<file path="src/rtl/pattern_scheduler.sv">
// pattern_scheduler: walks buffer_select/bufp through a programmable range of the
// 8-entry pattern buffer bank. Each buffer gets (repeat_count + 1) passes. The block
// also arbitrates host serial-load access so that the buffer being played, and the
// buffer queued next, are never overwritten.
// Optional feature: define PATSCHED_UNDERRUN_EN to implement the sticky underrun
// flag, which is then cleared by an accepted start. When the macro is undefined,
// underrun is tied low. Stall behaviour is the same in both builds.
module pattern_scheduler #(
    parameter int NO_BUFS    = 8,
    parameter int BUF_ADDR_W = 3,
    parameter int REPEAT_W   = 8
) (
    input  logic                  clk,
    input  logic                  rst_n,
    input  logic                  start,
    input  logic                  stop,
    input  logic                  step,
    input  logic [BUF_ADDR_W-1:0] first_buf,
    input  logic [BUF_ADDR_W-1:0] last_buf,
    input  logic [REPEAT_W-1:0]   repeat_count,
    input  logic                  load_req,
    input  logic [BUF_ADDR_W-1:0] load_addr,
    input  logic                  load_done,
    output logic [BUF_ADDR_W-1:0] buffer_select,
    output logic [BUF_ADDR_W-1:0] bufp,
    output logic                  running,
    output logic                  wrap,
    output logic                  load_gnt,
    output logic                  ssel,
    output logic [BUF_ADDR_W-1:0] saddr,
    output logic                  underrun
);

    typedef enum logic [1:0] {
        ST_IDLE  = 2'd0,
        ST_RUN   = 2'd1,
        ST_DRAIN = 2'd2
    } state_t;

    state_t                r_state;
    state_t                w_state_nxt;

    logic [BUF_ADDR_W-1:0] r_cur;
    logic [BUF_ADDR_W-1:0] r_first;
    logic [BUF_ADDR_W-1:0] r_last;
    logic [BUF_ADDR_W-1:0] r_saddr;
    logic [REPEAT_W-1:0]   r_rep;
    logic                  r_running;
    logic                  r_wrap;
    logic                  r_gnt;

    logic [BUF_ADDR_W-1:0] w_cur_nxt;
    logic [BUF_ADDR_W-1:0] w_first_nxt;
    logic [BUF_ADDR_W-1:0] w_last_nxt;
    logic [BUF_ADDR_W-1:0] w_adv_buf;
    logic [BUF_ADDR_W-1:0] w_look_buf;
    logic [BUF_ADDR_W-1:0] w_saddr_nxt;
    logic [REPEAT_W-1:0]   w_rep_nxt;
    logic                  w_wrap_nxt;
    logic                  w_gnt_nxt;
    logic                  w_block;
    logic                  w_start_acc;
    logic                  w_addr_free;

    // Successor of a buffer within the range [first, last]. When first > last, the
    // range passes through the top index and continues from 0.
    function automatic logic [BUF_ADDR_W-1:0] f_succ(
        input logic [BUF_ADDR_W-1:0] cur,
        input logic [BUF_ADDR_W-1:0] first,
        input logic [BUF_ADDR_W-1:0] last
    );
        logic [BUF_ADDR_W-1:0] res;
        if (cur == last) begin
            res = first;
        end else if (cur == BUF_ADDR_W'(NO_BUFS - 1)) begin
            res = {BUF_ADDR_W{1'b0}};
        end else begin
            res = cur + 1'b1;
        end
        return res;
    endfunction

    // FSM state register
    always_ff @(posedge clk or negedge rst_n) begin
        if (!rst_n) begin
            r_state <= ST_IDLE;
        end else begin
            r_state <= w_state_nxt;
        end
    end

    // FSM next-state logic. In IDLE, start takes priority and a simultaneous stop is dropped.
    always_comb begin
        w_state_nxt = r_state;
        case (r_state)
            ST_IDLE: begin
                if (start) w_state_nxt = ST_RUN;
                else       w_state_nxt = ST_IDLE;
            end
            ST_RUN: begin
                if (stop) w_state_nxt = ST_DRAIN;
                else      w_state_nxt = ST_RUN;
            end
            ST_DRAIN: begin
                if (step) w_state_nxt = ST_IDLE;
                else      w_state_nxt = ST_DRAIN;
            end
            default: w_state_nxt = ST_IDLE;
        endcase
    end

    // FSM output logic: sequencer datapath update (range latch, repeats, advance/stall)
    always_comb begin
        w_cur_nxt   = r_cur;
        w_rep_nxt   = r_rep;
        w_first_nxt = r_first;
        w_last_nxt  = r_last;
        w_wrap_nxt  = 1'b0;
        w_block     = 1'b0;
        w_start_acc = 1'b0;
        w_adv_buf   = f_succ(r_cur, r_first, r_last);
        case (r_state)
            ST_IDLE: begin
                if (start) begin
                    w_start_acc = 1'b1;
                    w_first_nxt = first_buf;
                    w_last_nxt  = last_buf;
                    w_cur_nxt   = first_buf;
                    w_rep_nxt   = {REPEAT_W{1'b0}};
                end else begin
                    w_start_acc = 1'b0;
                end
            end
            ST_RUN: begin
                if (!step) begin
                    w_rep_nxt = r_rep;
                end else if (r_rep < repeat_count) begin
                    w_rep_nxt = r_rep + 1'b1;
                end else if (r_gnt && (w_adv_buf == r_saddr)) begin
                    // The host is still loading the next buffer: hold and retry on the next step.
                    w_block   = 1'b1;
                    w_rep_nxt = {REPEAT_W{1'b0}};
                end else begin
                    w_cur_nxt  = w_adv_buf;
                    w_rep_nxt  = {REPEAT_W{1'b0}};
                    w_wrap_nxt = (r_cur == r_last);
                end
            end
            ST_DRAIN: begin
                w_cur_nxt = r_cur;
            end
            default: begin
                w_cur_nxt = r_cur;
            end
        endcase
    end

    // Load arbitration, evaluated against post-step current/next so the sequencer wins ties
    always_comb begin
        w_look_buf  = f_succ(w_cur_nxt, w_first_nxt, w_last_nxt);
        w_addr_free = (load_addr != w_cur_nxt) && (load_addr != w_look_buf);
        w_gnt_nxt   = r_gnt;
        w_saddr_nxt = r_saddr;
        if (r_gnt) begin
            if (load_done) w_gnt_nxt = 1'b0;
            else           w_gnt_nxt = 1'b1;
        end else if (load_req && ((w_state_nxt == ST_IDLE) || w_addr_free)) begin
            w_gnt_nxt   = 1'b1;
            w_saddr_nxt = load_addr;
        end else begin
            w_gnt_nxt = 1'b0;
        end
    end

    // Sequencer and arbitration registers; reset also drops any grant immediately
    always_ff @(posedge clk or negedge rst_n) begin
        if (!rst_n) begin
            r_cur     <= {BUF_ADDR_W{1'b0}};
            r_first   <= {BUF_ADDR_W{1'b0}};
            r_last    <= {BUF_ADDR_W{1'b0}};
            r_rep     <= {REPEAT_W{1'b0}};
            r_saddr   <= {BUF_ADDR_W{1'b0}};
            r_gnt     <= 1'b0;
            r_wrap    <= 1'b0;
            r_running <= 1'b0;
        end else begin
            r_cur     <= w_cur_nxt;
            r_first   <= w_first_nxt;
            r_last    <= w_last_nxt;
            r_rep     <= w_rep_nxt;
            r_saddr   <= w_saddr_nxt;
            r_gnt     <= w_gnt_nxt;
            r_wrap    <= w_wrap_nxt;
            r_running <= (w_state_nxt != ST_IDLE);
        end
    end

`ifdef PATSCHED_UNDERRUN_EN
    logic r_underrun;

    // Sticky underrun flag: set by a stalled advance, cleared by an accepted start
    always_ff @(posedge clk or negedge rst_n) begin
        if (!rst_n) begin
            r_underrun <= 1'b0;
        end else if (w_start_acc) begin
            r_underrun <= 1'b0;
        end else if (w_block) begin
            r_underrun <= 1'b1;
        end else begin
            r_underrun <= r_underrun;
        end
    end

    assign underrun = r_underrun;
`else
    logic w_unused_flag;
    assign w_unused_flag = w_block ^ w_start_acc;
    assign underrun      = 1'b0;
`endif

    assign buffer_select = r_cur;
    assign bufp          = r_cur;
    assign running       = r_running;
    assign wrap          = r_wrap;
    assign load_gnt      = r_gnt;
    assign ssel          = r_gnt;
    assign saddr         = r_saddr;

endmodule

</file>
<file path="config.mk">
export PLATFORM = sky130hd
export DESIGN_NAME = pattern_scheduler
export DESIGN_NICKNAME = d
export VERILOG_FILES = /design/src/rtl/pattern_scheduler.sv
export SDC_FILE = /design/constraint.sdc
export NUM_CORES = 1
export LEC_CHECK = 0
export ABC_AREA = 1
export BUFFER_PORTS_ARGS = -buffer_cell sky130_fd_sc_hd__buf_2
export CORE_ASPECT_RATIO = 0.5
export CORE_UTILIZATION = 40
export CTS_BUF_LIST = sky130_fd_sc_hd__clkbuf_8
export DETAILED_ROUTE_END_ITERATION = 10
export MAX_ROUTING_LAYER = met4
export PLACE_DENSITY_LB_ADDON = 0.25
export SYNTH_ARGS = -nofsm -noshare
export SYNTH_HDL_FRONTEND = slang
export SYNTH_SLANG_ARGS = --single-unit
</file>
<file path="constraint.sdc">
create_clock -name clk -period 3.7 [get_ports clk]
set_input_delay 0.555 -clock clk [delete_from_list [all_inputs] [get_ports clk]]
set_output_delay 0.555 -clock clk [all_outputs]
set_load 0.05 [all_outputs]
</file>
==> summary.txt, run 1 <==
=================================================================================
Number of setup violations in the final report                                  0
Library cell occupying the most area in the post-synthesis netlist        dfrtp_1
Top cell by count, worst path                                             nand2_1
Power per cell area                                                    929 nW/µm²
Sequential cell area                                                      626 µm²
Placer congestion estimate                                                  0.829
Post-route fraction of the period consumed by the critical path             80.9%
Worst-Skew Late Latency                                                    270 ps
Quantity of gates resized following cts                                         0
Final routed DRC violation total                                                0
Crit path time final                                                      2990 ps
Worst Path Max Fanout                                                           6
Max VDD drop                                                             0.291 mV
Post-layout nets                                                              334
Effective utilization at floorplan                                          43.4%
Clock Pin Slew Worst Setup and Hold Paths                                   90 ps
Sink Count                                                                     25
Initial drt markers                                                            96
Antenna violations before repair                                                0
Worst Setup Start Kind                                                       flop
Setup repair after global routing missed its margin                         false
Number of max-slew violations in the final report                               0
Primary FF master, synth                                                  dfrtp_1
Growth of design area from synthesis to finish                              13.3%
Total power draw                                                          2.09 mW
Worst setup slack after layout                                             705 ps
Total leakage power                                                       1.26 nW
Max-cap violations                                                              0
Distinct cells, synth                                                          33
Register area share after synthesis                                         31.5%
Clock tree from TritonCTS                                                   built
Portion of synthesized cell area occupied by the leading cell type          31.5%
Via count                                                                    1753
Buffer depth of the longest clock path                                          2
Die outline area                                                         5260 µm²
Cell row count                                                                 17
Synth warn                                                                      0
Worst R2R Path Depth                                                           26
Headroom to the max-slew limit                                              53.9%
Placed Instance Area                                                     2200 µm²
CTS Root Cell                                                            clkbuf_8
Post-synthesis async set-or-reset flop share                                 100%
Post-route cell area                                                     2250 µm²
Grt ovf                                                                         0
WL/cell                                                                   11.7 µm
DP Wirelength                                                             3.50 mm
Seq cells post-synth                                                           25
Multi-input logic area                                                   1100 µm²
Fillers                                                                       446
Deepest level of the CTS H-tree                                                 1
Number of buffers inserted by post-CTS setup repair                             0
DRT antenna net count                                                           0
Via/cell ratio                                                               4.82
Minimum setup slack among reg-to-reg paths                                 710 ps
CP startpoint                                                        buffer_select[1]
Total routed wirelength                                                   4.24 mm
Total I/O pin count                                                            38
Iteration count of the initial detailed-routing pass                            4
Syn Std Cell Area                                                        1980 µm²
Crit-path slowest cell                                                    dfrtp_1
Delay of the slowest cell on the worst path                                510 ps
Synthesized area per cell                                                7.48 µm²
Count of flip-flops with a built-in enable after synthesis                      0
Core area                                                                4570 µm²
Fmax achieved                                                             334 MHz
Post-Synthesis Cells                                                          265
RR Startpoint                                                        buffer_select[1]
Capture point of the critical path                                       saddr[0]
Sort of element at the end of the critical path                              flop
Fraction of final layout cells with drive strength greater than 1           24.5%
Wire length of the first global-routing pass                              7.18 mm
Number of buffers inserted during clock tree synthesis                          3
Final antenna diode count                                                       0
Gr usage total                                                              18.5%
DP Worst Slack                                                             498 ps
Number of hold-repair buffers added at the cts stage                            0
Transition time at the pin with the least slew margin                      687 ps
Outcome                                                              finished clean
Data required time of the critical path                                   3870 ps
Pin count of the biggest net entering global routing                           26
Setup CP Type                                                        flop to flop
Syn Nets                                                                      300
Die X                                                                      102 µm
Hold Crit Class                                                      primary input to async pin
Port Buffer Count                                                              36
Die height                                                                51.8 µm
Dominant cells by area after synthesis                               dfrtp_1 (32%), inv_1 (10%), nand2_1 (9.5%)
Data arrival time of the worst path                                       3160 ps
Setup TNS                                                                    0 ps
Number of global-route vias before repair                                    1651
Worst reg2reg path endpoint                                              saddr[0]
Final Hold Violating Endpoints                                                  0
Max Clock Skew                                                            7.13 ps
=================================================================================
through the flow:
| stage | cells | hold WS (ps) | utilization, % |
|---|---|---|---|
| detailed placement | 360 | 498 | 48.1 |
| floorplan | 265 | 259 | - |
| CTS | 364 | 289 | 49.1 |
| global placement | 360 | 487 | 48.1 |
| global route | 364 | 314 | 49.1 |
| finish | 364 | 266 | 49.1 |
cell usage after synthesis, types with 2 or more instances:
master / instances
buf_4: 5
ha_1: 11
a21oi_1: 7
o22ai_1: 8
nand3_1: 26
nand2_4: 5
nand4_1: 10
dfrtp_1: 25
xnor2_1: 2
xor2_1: 6
nand3_2: 2
o21ai_0: 8
inv_1: 54
nor3_1: 4
nor2_1: 8
nand2_1: 50
nor2_2: 2
nand2_2: 13
clkbuf_1: 2
nand3_4: 2
inv_2: 2
or2_2: 2
worst max-delay path, delay by kind of cell, from the launching register on:
family,cells,cell delay [ps]
xor gates and xnor gates,1,110
adders and majority gates,3,590
buffers and inverters,2,190
DFF,1,510
and+or+nand+nor,20,1510
worst min-delay path by stage:
stage,cells past startpoint,end,start,slack (ps)
2_1_floorplan,0,buffer_select[0],rst_n,260
3_3_place_gp,2,saddr[1],saddr[1],490
3_5_place_dp,2,saddr[1],saddr[1],500
4_1_cts,1,r_first[2],rst_n,290
5_1_grt,1,r_last[1],rst_n,310
6_report,1,r_first[2],rst_n,270
placed cells by master (no fill, tap or decap), types with 3 or more instances in the layout:
cell / Yosys / final
inv_1: 54 / 54
nand2_1: 50 / 50
buf_2: 0 / 36
nand3_1: 26 / 26
dfrtp_1: 25 / 25
nand2_2: 13 / 13
ha_1: 11 / 11
nand4_1: 10 / 10
nor2_1: 8 / 8
o21ai_0: 8 / 8
o22ai_1: 8 / 8
a21oi_1: 7 / 7
xor2_1: 6 / 6
nand2_4: 5 / 5
nor3_1: 4 / 4
clkbuf_8: 0 / 3
kinds of logic after synthesis:
logic type	synth area share [%]
AO/OA/AOI/OAI	8.64
XOR/XNOR	4.92
adder cells (fa/ha/maj)	6.94
buffers and inverters	12.9
flip-flops	31.5
other	0.189
AND/OR/NAND/NOR	34.9
flip-flops by register name (all words and copies together) (netlist names):
name and flops:
r_first 3, r_last 3, wrap 1, load_gnt 1, r_rep 8, running 1, r_state 2, saddr 3
buffer_select 3
where the power goes:
group	internal [mW]	leakage [nW]	switching, mW
sequential	0.369	0.318	0.111
clock	0.0755	0.0255	0.0914
combinational	0.445	0.916	0.995
cell type report:
type,count,share of cell area (%)
inverter,56,9.35
timing repair buffer,36,8.02
multi-input combinational,177,49.1
tap,66,3.67
clock buffer,3,1.84
sequential,25,27.8
clock inverter,1,0.223
routing by layer:
| metal | global-route usage (%) | share of wire [%] | vias up |
|---|---|---|---|
| met2 | 32.0 | 47 | 34 |
| met5 | - | 0 | - |
| li1 | - | - | 915 |
| met1 | 21.7 | 48 | 800 |
| met4 | 5.80 | 1.1 | 0 |
| met3 | 4.30 | 3.9 | 4 |
No activity file was read; power rests on OpenSTA's default activity.
==> inputs of run 2 (changes only) <==
--- a/config.mk
+++ b/config.mk
@@ -5,7 +5,7 @@
 export SDC_FILE = /design/constraint.sdc
 export NUM_CORES = 1
 export LEC_CHECK = 0
-export ABC_AREA = 1
+export ABC_AREA = 0
 export BUFFER_PORTS_ARGS = -buffer_cell sky130_fd_sc_hd__buf_2
 export CORE_ASPECT_RATIO = 0.5
 export CORE_UTILIZATION = 40
==> constraint.sdc (replaced) <==
create_clock -name clk -period 2.8 [get_ports clk]
set_input_delay 0.42 -clock clk [delete_from_list [all_inputs] [get_ports clk]]
set_output_delay 0.42 -clock clk [all_outputs]
set_load 0.05 [all_outputs]
==> run 2 against run 1 <==
The run now ends with setup timing left. Total power rose by 110%. Design area rose by 42%. Via count rose by 33%. Routed wire length increased by 61%. Flip-flop and latch count unchanged. Maximum frequency decreased by 10%. Sequential share of layout area shrank 8.0 points. Die area is 17% higher. Area after synthesis increased by 18%. Clock-buffer cell count did not move. Setup slack worse by 1200 ps. Critical endpoint is now saddr[1]. Largest cell class unchanged. Largest power group unchanged. Highest routed layer unchanged.
==> summary.txt, run 2 <==
=================================================================================
Outcome                                                              complete, but fails checks
Violations in the final reports                                      setup timing
Placed Instance Area                                                     3050 µm²
Port Buffer Count                                                              36
Post-layout nets                                                              396
Clock tree from TritonCTS                                                   built
Effective utilization at floorplan                                          42.0%
Total I/O pin count                                                            38
Commonest cells in the netlist                                       nand2_1 (29), dfrtp_1 (25), inv_1 (19)
Iteration count of the initial detailed-routing pass                            5
Total placed cells including tap cells                                        428
Die height                                                                56.0 µm
Number of global-route vias before repair                                    2292
Number of buffers inserted during clock tree synthesis                          3
Hold Crit Class                                                      primary input to async pin
Sort of element at the end of the critical path                              flop
Gr usage total                                                              24.3%
Fmax achieved                                                             300 MHz
Cells along the critical path                                        ha_4, ha_4, or3b_1, a32oi_2, a311oi_2, a211oi_4, buf_4, o21ai_2, a31oi_4, buf_4, xor2_1, nand2_1, o211ai_2, and3_4, o211ai_2
Worst Setup Start Kind                                                       flop
Clock Pin Slew Worst Setup and Hold Paths                                   90 ps
Clk network pwr share                                                        5.1%
Power per cell area                                                   1390 nW/µm²
Worst setup slack after layout                                            -535 ps
Reg power frac                                                              14.6%
Initial drt markers                                                           116
Placer congestion estimate                                                  0.923
Post-Synthesis Cells                                                          271
Growth of design area from synthesis to finish                              36.4%
RR Startpoint                                                        buffer_select[1]
P_sw                                                                      2.24 mW
Buffer depth of the longest clock path                                          2
Switching Fraction                                                          50.6%
Library cell occupying the most area in the post-synthesis netlist        dfrtp_1
Distinct cells, synth                                                          65
Sink Count                                                                     25
Pin count of the biggest net entering global routing                           26
Largest register FFs                                                            8
Crit path time final                                                      3330 ps
Finished Layout Cells                                                         433
Transition time at the pin with the least slew margin                      619 ps
Via/cell ratio                                                               5.38
Combinational power share                                                   80.3%
Worst Path Max Fanout                                                           4
Worst reg2reg path endpoint                                              saddr[1]
Via count                                                                    2328
Max Clock Skew                                                            7.57 ps
Wire length of the first global-routing pass                              11.1 mm
Leading cell types in the layout, fill and taps excluded             buf_4 (61), buf_2 (36), nand2_1 (29)
Max VDD drop                                                             0.760 mV
Antenna violations before repair                                                0
Delay of the slowest cell on the worst path                                450 ps
Data required time of the critical path                                   2950 ps
Worst R2R Path Depth                                                           15
Final antenna diode count                                                       0
Data arrival time of the worst path                                       3490 ps
Headroom to the max-slew limit                                              58.7%
Register with the most flip-flops                                           r_rep
Internal power of the cells                                               2.19 mW
Crit-path slowest cell                                                    dfrtp_2
Synthesized area per cell                                                8.62 µm²
Leading cell type by number of instances after synthesis                  nand2_1
Worst-Skew Late Latency                                                    280 ps
Commonest non-fill, non-tap cell in the layout                              buf_4
Grt ovf                                                                         0
Final Hold Violating Endpoints                                                  0
WL/cell                                                                   15.8 µm
DP Wirelength                                                             5.57 mm
Die X                                                                      110 µm
Dominant cells by area after synthesis                               dfrtp_1 (27%), ha_1 (5.9%), nand2_1 (4.7%)
Post-route cell area                                                     3190 µm²
Portion of synthesized cell area occupied by the leading cell type          26.8%
Core area                                                                5560 µm²
Setup repair after global routing missed its margin                          true
CP bufs+invs                                                                    2
Total leakage power                                                       1.47 nW
Minimum setup slack among reg-to-reg paths                                -530 ps
Number of max-slew violations in the final report                               0
Primary FF master, synth                                                  dfrtp_1
Sequential cell area                                                      631 µm²
Max-cap violations                                                              0
Syn Nets                                                                      306
Die outline area                                                         6170 µm²
Post-synthesis async set-or-reset flop share                                 100%
Cell row count                                                                 19
Number of setup violations in the final report                                  4
Total power draw                                                          4.43 mW
Delay-heaviest family, CP                                            compound AO/OA/AOI/OAI gates
Post-route fraction of the period consumed by the critical path              119%
Synth warn                                                                      0
Fillers                                                                       515
Count of flip-flops with a built-in enable after synthesis                      0
Total routed wirelength                                                   6.83 mm
Final routed DRC violation total                                                0
Setup CP Type                                                        flop to flop
Multi-input logic area                                                   1690 µm²
CTS Root Cell                                                            clkbuf_8
Deepest level of the CTS H-tree                                                 1
DRT antenna net count                                                           0
Fraction of final layout cells with drive strength greater than 1           41.4%
Seq cells post-synth                                                           25
Syn Std Cell Area                                                        2340 µm²
Register area share after synthesis                                         26.8%
=================================================================================
## run 2: changes by cell type after synthesis, moves of 8 or more
cell      change
nand2_1      -21
nand2_2      -13
inv_1        -35
nand3_1      -21
nand2b_1      +9
o21ai_0       +8
## run 2: layer usage
metal	up-vias	track usage, %	share of wire [%]
met3	4	4.10	3.5
met4	0	2.86	0.63
met1	1119	31.8	48
met5	-	-	0
met2	43	40.6	48
li1	1162	-	-
## run 2: repair_timing
item,CTS,global route
buffers inserted,1,0
cloned,0,0
setup endpoints to repair,4,4
hold buffers,0,0
pin swaps,7,2
gates resized for setup,5,9
## run 2: worst register-to-register path, delay by kind of cell, from the launching register on
family                   cells  cell delay, ps
AO/OA/AOI/OAI                7            1090
adder cells (fa/ha/maj)      2             390
flip-flops                   1             450
XOR/XNOR                     1             220
buffers and inverters        2             380
AND/OR/NAND/NOR              3             690
## run 2: kinds of logic after synthesis
kind of cell	count (synthesis)	share of synthesized area, %
buffers and inverters	33	6.48
flip-flops	25	26.8
AND/OR/NAND/NOR	99	23.5
other	1	0.161
multiplexers	10	4.45
adder cells (fa/ha/maj)	11	5.89
AO/OA/AOI/OAI	76	26.5
XOR/XNOR	16	6.32
## run 2: area by class of cell
class | instances | share of cell area, %
timing repair buffer | 99 | 20.7
tap | 73 | 2.87
sequential | 25 | 19.8
clock inverter | 1 | 0.118
multi-input combinational | 213 | 52.9
clock buffer | 3 | 1.30
inverter | 19 | 2.24
## run 2: power by group through the flow
stage	sequential [mW]	combinational, mW	clock, mW
3_5_place_dp	0.638	3.33	0
2_1_floorplan	0.859	1.92	0
5_1_grt	0.664	3.82	0.243
3_3_place_gp	0.631	3.27	0
4_1_cts	0.641	3.43	0.233
6_report	0.646	3.56	0.227
## run 2: worst max path at each step
stage,start,end,cells past startpoint
final,buffer_select[1],saddr[1],15
after global routing,buffer_select[1],saddr[0],14
after detailed placement,buffer_select[1],saddr[1],13
after floorplan,buffer_select[0],saddr[1],14
after global placement,buffer_select[1],saddr[0],13
after CTS,buffer_select[1],saddr[1],14
## run 2: stage by stage
stage / TNS, ps / setup slack, ps / hold slack (ps) / util, %
2_1_floorplan: -2920 / -737 / 124 / -
3_3_place_gp: -2280 / -576 / 464 / 54.8
3_5_place_dp: -2510 / -638 / 484 / 54.8
4_1_cts: -2150 / -546 / 179 / 56.2
5_1_grt: -2570 / -661 / 195 / 57.3
6_report: -2100 / -535 / 151 / 57.3
==> inputs of run 3 (changes only) <==
--- a/config.mk
+++ b/config.mk
@@ -13,6 +13,7 @@
 export DETAILED_ROUTE_END_ITERATION = 10
 export MAX_ROUTING_LAYER = met4
 export PLACE_DENSITY_LB_ADDON = 0.25
+export REMOVE_ABC_BUFFERS = 1
 export SYNTH_ARGS = -nofsm -noshare
 export SYNTH_HDL_FRONTEND = slang
 export SYNTH_SLANG_ARGS = --single-unit
==> run 3 against run 2 <==
The run still ends with setup timing left. Via count grew 0.52%. Cell count shrank 0.69%. Maximum frequency shrank 2.6%. Sequential power grew 3%.
==> summary.txt, run 3 (same netlist as run 2, synthesis figures left out) <==
================================================================================
Outcome                                                             complete, but fails checks
Violations in the final reports                                     setup timing
Setup CP Type                                                       flop to flop
Clock Pin Slew Worst Setup and Hold Paths                                  90 ps
Final routed DRC violation total                                               0
Leading cell types in the layout, fill and taps excluded            buf_4 (59), buf_2 (36), nand2_1 (29)
WL/cell                                                                  15.4 µm
Antenna violations before repair                                               0
Power per cell area                                                  1400 nW/µm²
Effective utilization at floorplan                                         42.0%
Placer congestion estimate                                                  1.00
Initial drt markers                                                          143
Multi-input logic area                                                  1720 µm²
Number of max-slew violations in the final report                              0
Placed Instance Area                                                    2960 µm²
Transition time at the pin with the least slew margin                     578 ps
Wire length of the first global-routing pass                             11.0 mm
Top cell by count, worst path                                              buf_4
Fraction of final layout cells with drive strength greater than 1          40.9%
Delay of the slowest cell on the worst path                               410 ps
Largest register FFs                                                           8
Core area                                                               5560 µm²
Cell row count                                                                19
Minimum setup slack among reg-to-reg paths                               -630 ps
Number of buffers inserted during clock tree synthesis                         3
Deepest level of the CTS H-tree                                                1
Delay-heaviest family, CP                                           simple AND/OR/NAND/NOR gates
WHS                                                                       134 ps
Die height                                                               56.0 µm
Data required time of the critical path                                  2950 ps
Sink Count                                                                    25
CP bufs+invs                                                                   4
Worst Setup Start Kind                                                      flop
Iteration count of the initial detailed-routing pass                           4
Crit path time final                                                     3430 ps
Commonest non-fill, non-tap cell in the layout                             buf_4
Pin count of the biggest net entering global routing                          26
Worst setup slack after layout                                           -625 ps
Worst Path Max Fanout                                                         12
Total I/O pin count                                                           38
Crit-path slowest cell                                                   dfrtp_1
Sort of element at the end of the critical path                             flop
Clock tree from TritonCTS                                                  built
DP Wirelength                                                            5.24 mm
Setup repair after global routing missed its margin                         true
Via/cell ratio                                                              5.44
Port Buffer Count                                                             36
Data arrival time of the worst path                                      3580 ps
Final antenna diode count                                                      0
Worst-Skew Late Latency                                                   270 ps
Max VDD drop                                                            0.772 mV
Die outline area                                                        6170 µm²
Post-layout nets                                                             393
CTS Root Cell                                                           clkbuf_8
Register with the most flip-flops                                          r_rep
Gr usage total                                                             23.8%
Grt ovf                                                                        0
Fmax achieved                                                            292 MHz
Die X                                                                     110 µm
Max Clock Skew                                                          0.617 ps
Max-cap violations                                                             0
Post-route core utilization                                                57.4%
Number of setup violations in the final report                                 4
DRT antenna net count                                                          0
Post-route cell area                                                    3190 µm²
Buffer depth of the longest clock path                                         2
Number of global-route vias before repair                                   2338
Via count                                                                   2340
Final Hold Violating Endpoints                                                 0
Number of hold-repair buffers added at the cts stage                           0
Cells along the critical path                                       buf_4, xnor2_4, and4_4, or3_4, buf_4, a21oi_1, buf_4, nor3b_1, o41ai_2, nand4_1, buf_4, nor3_2, a211oi_2, and3_4, o211ai_2
Total leakage power                                                      1.47 nW
Post-route fraction of the period consumed by the critical path             122%
Headroom to the max-slew limit                                             61.5%
DP Worst Slack                                                           -709 ps
Sequential cell area                                                     627 µm²
Fillers                                                                      500
Setup TNS                                                               -2430 ps
Growth of design area from synthesis to finish                             36.6%
Hold Crit Class                                                     primary input to async pin
Total routed wirelength                                                  6.62 mm
================================================================================
## run 3: changes by cell type in the layout (fill, tap and decap cells not counted), moves of 2 or more
cell,previous run,this run
buf_4,61,59
nor3_1,9,7
dfrtp_1,21,24
dfrtp_2,4,1
## run 3: per-layer routing
layer  track usage (%)  routed length (µm)
met3              3.98                 332
met4              7.05                  70
met5                 -                   0
met1              28.8                2920
met2              40.6                3300
## run 3: cell type report
cell class | instances | area share, %
Multi-Input combinational cell | 213 | 53.9
Inverter | 19 | 2.24
Timing Repair Buffer | 96 | 19.9
Tap cell | 73 | 2.86
Clock buffer | 3 | 1.29
Clock inverter | 1 | 0.157
Sequential cell | 25 | 19.6
## run 3: timing repair
action,CTS,global route
resized for setup,11,16
buffers inserted,1,1
pin swaps,15,14
endpoints found under the setup margin,4,4
## run 3: final timing paths
check,end,cells past startpoint,start
min in group clk,r_state[1],2,step
max in group asynchronous,buffer_select[2],1,rst_n
setup / recovery,saddr[1],15,buffer_select[1]
setup reg to reg,saddr[1],15,buffer_select[1]
hold reg to reg,r_first[0],2,r_first[0]
hold / removal,r_rep[2],1,rst_n
## run 3: where the power goes
group	internal [mW]	leakage, nW	total [mW]	switching (mW)
Combinational	1.58	1.13	3.58	1.99
Sequential	0.495	0.313	0.665	0.171
Clock	0.0996	0.0255	0.218	0.118
## run 3: per-stage QoR
stage               std cells  power (mW)
floorplan                 257        2.61
global placement          424        3.74
detailed placement        424        3.81
CTS                       429        4.18
global route              430        4.75
finish                    430        4.46
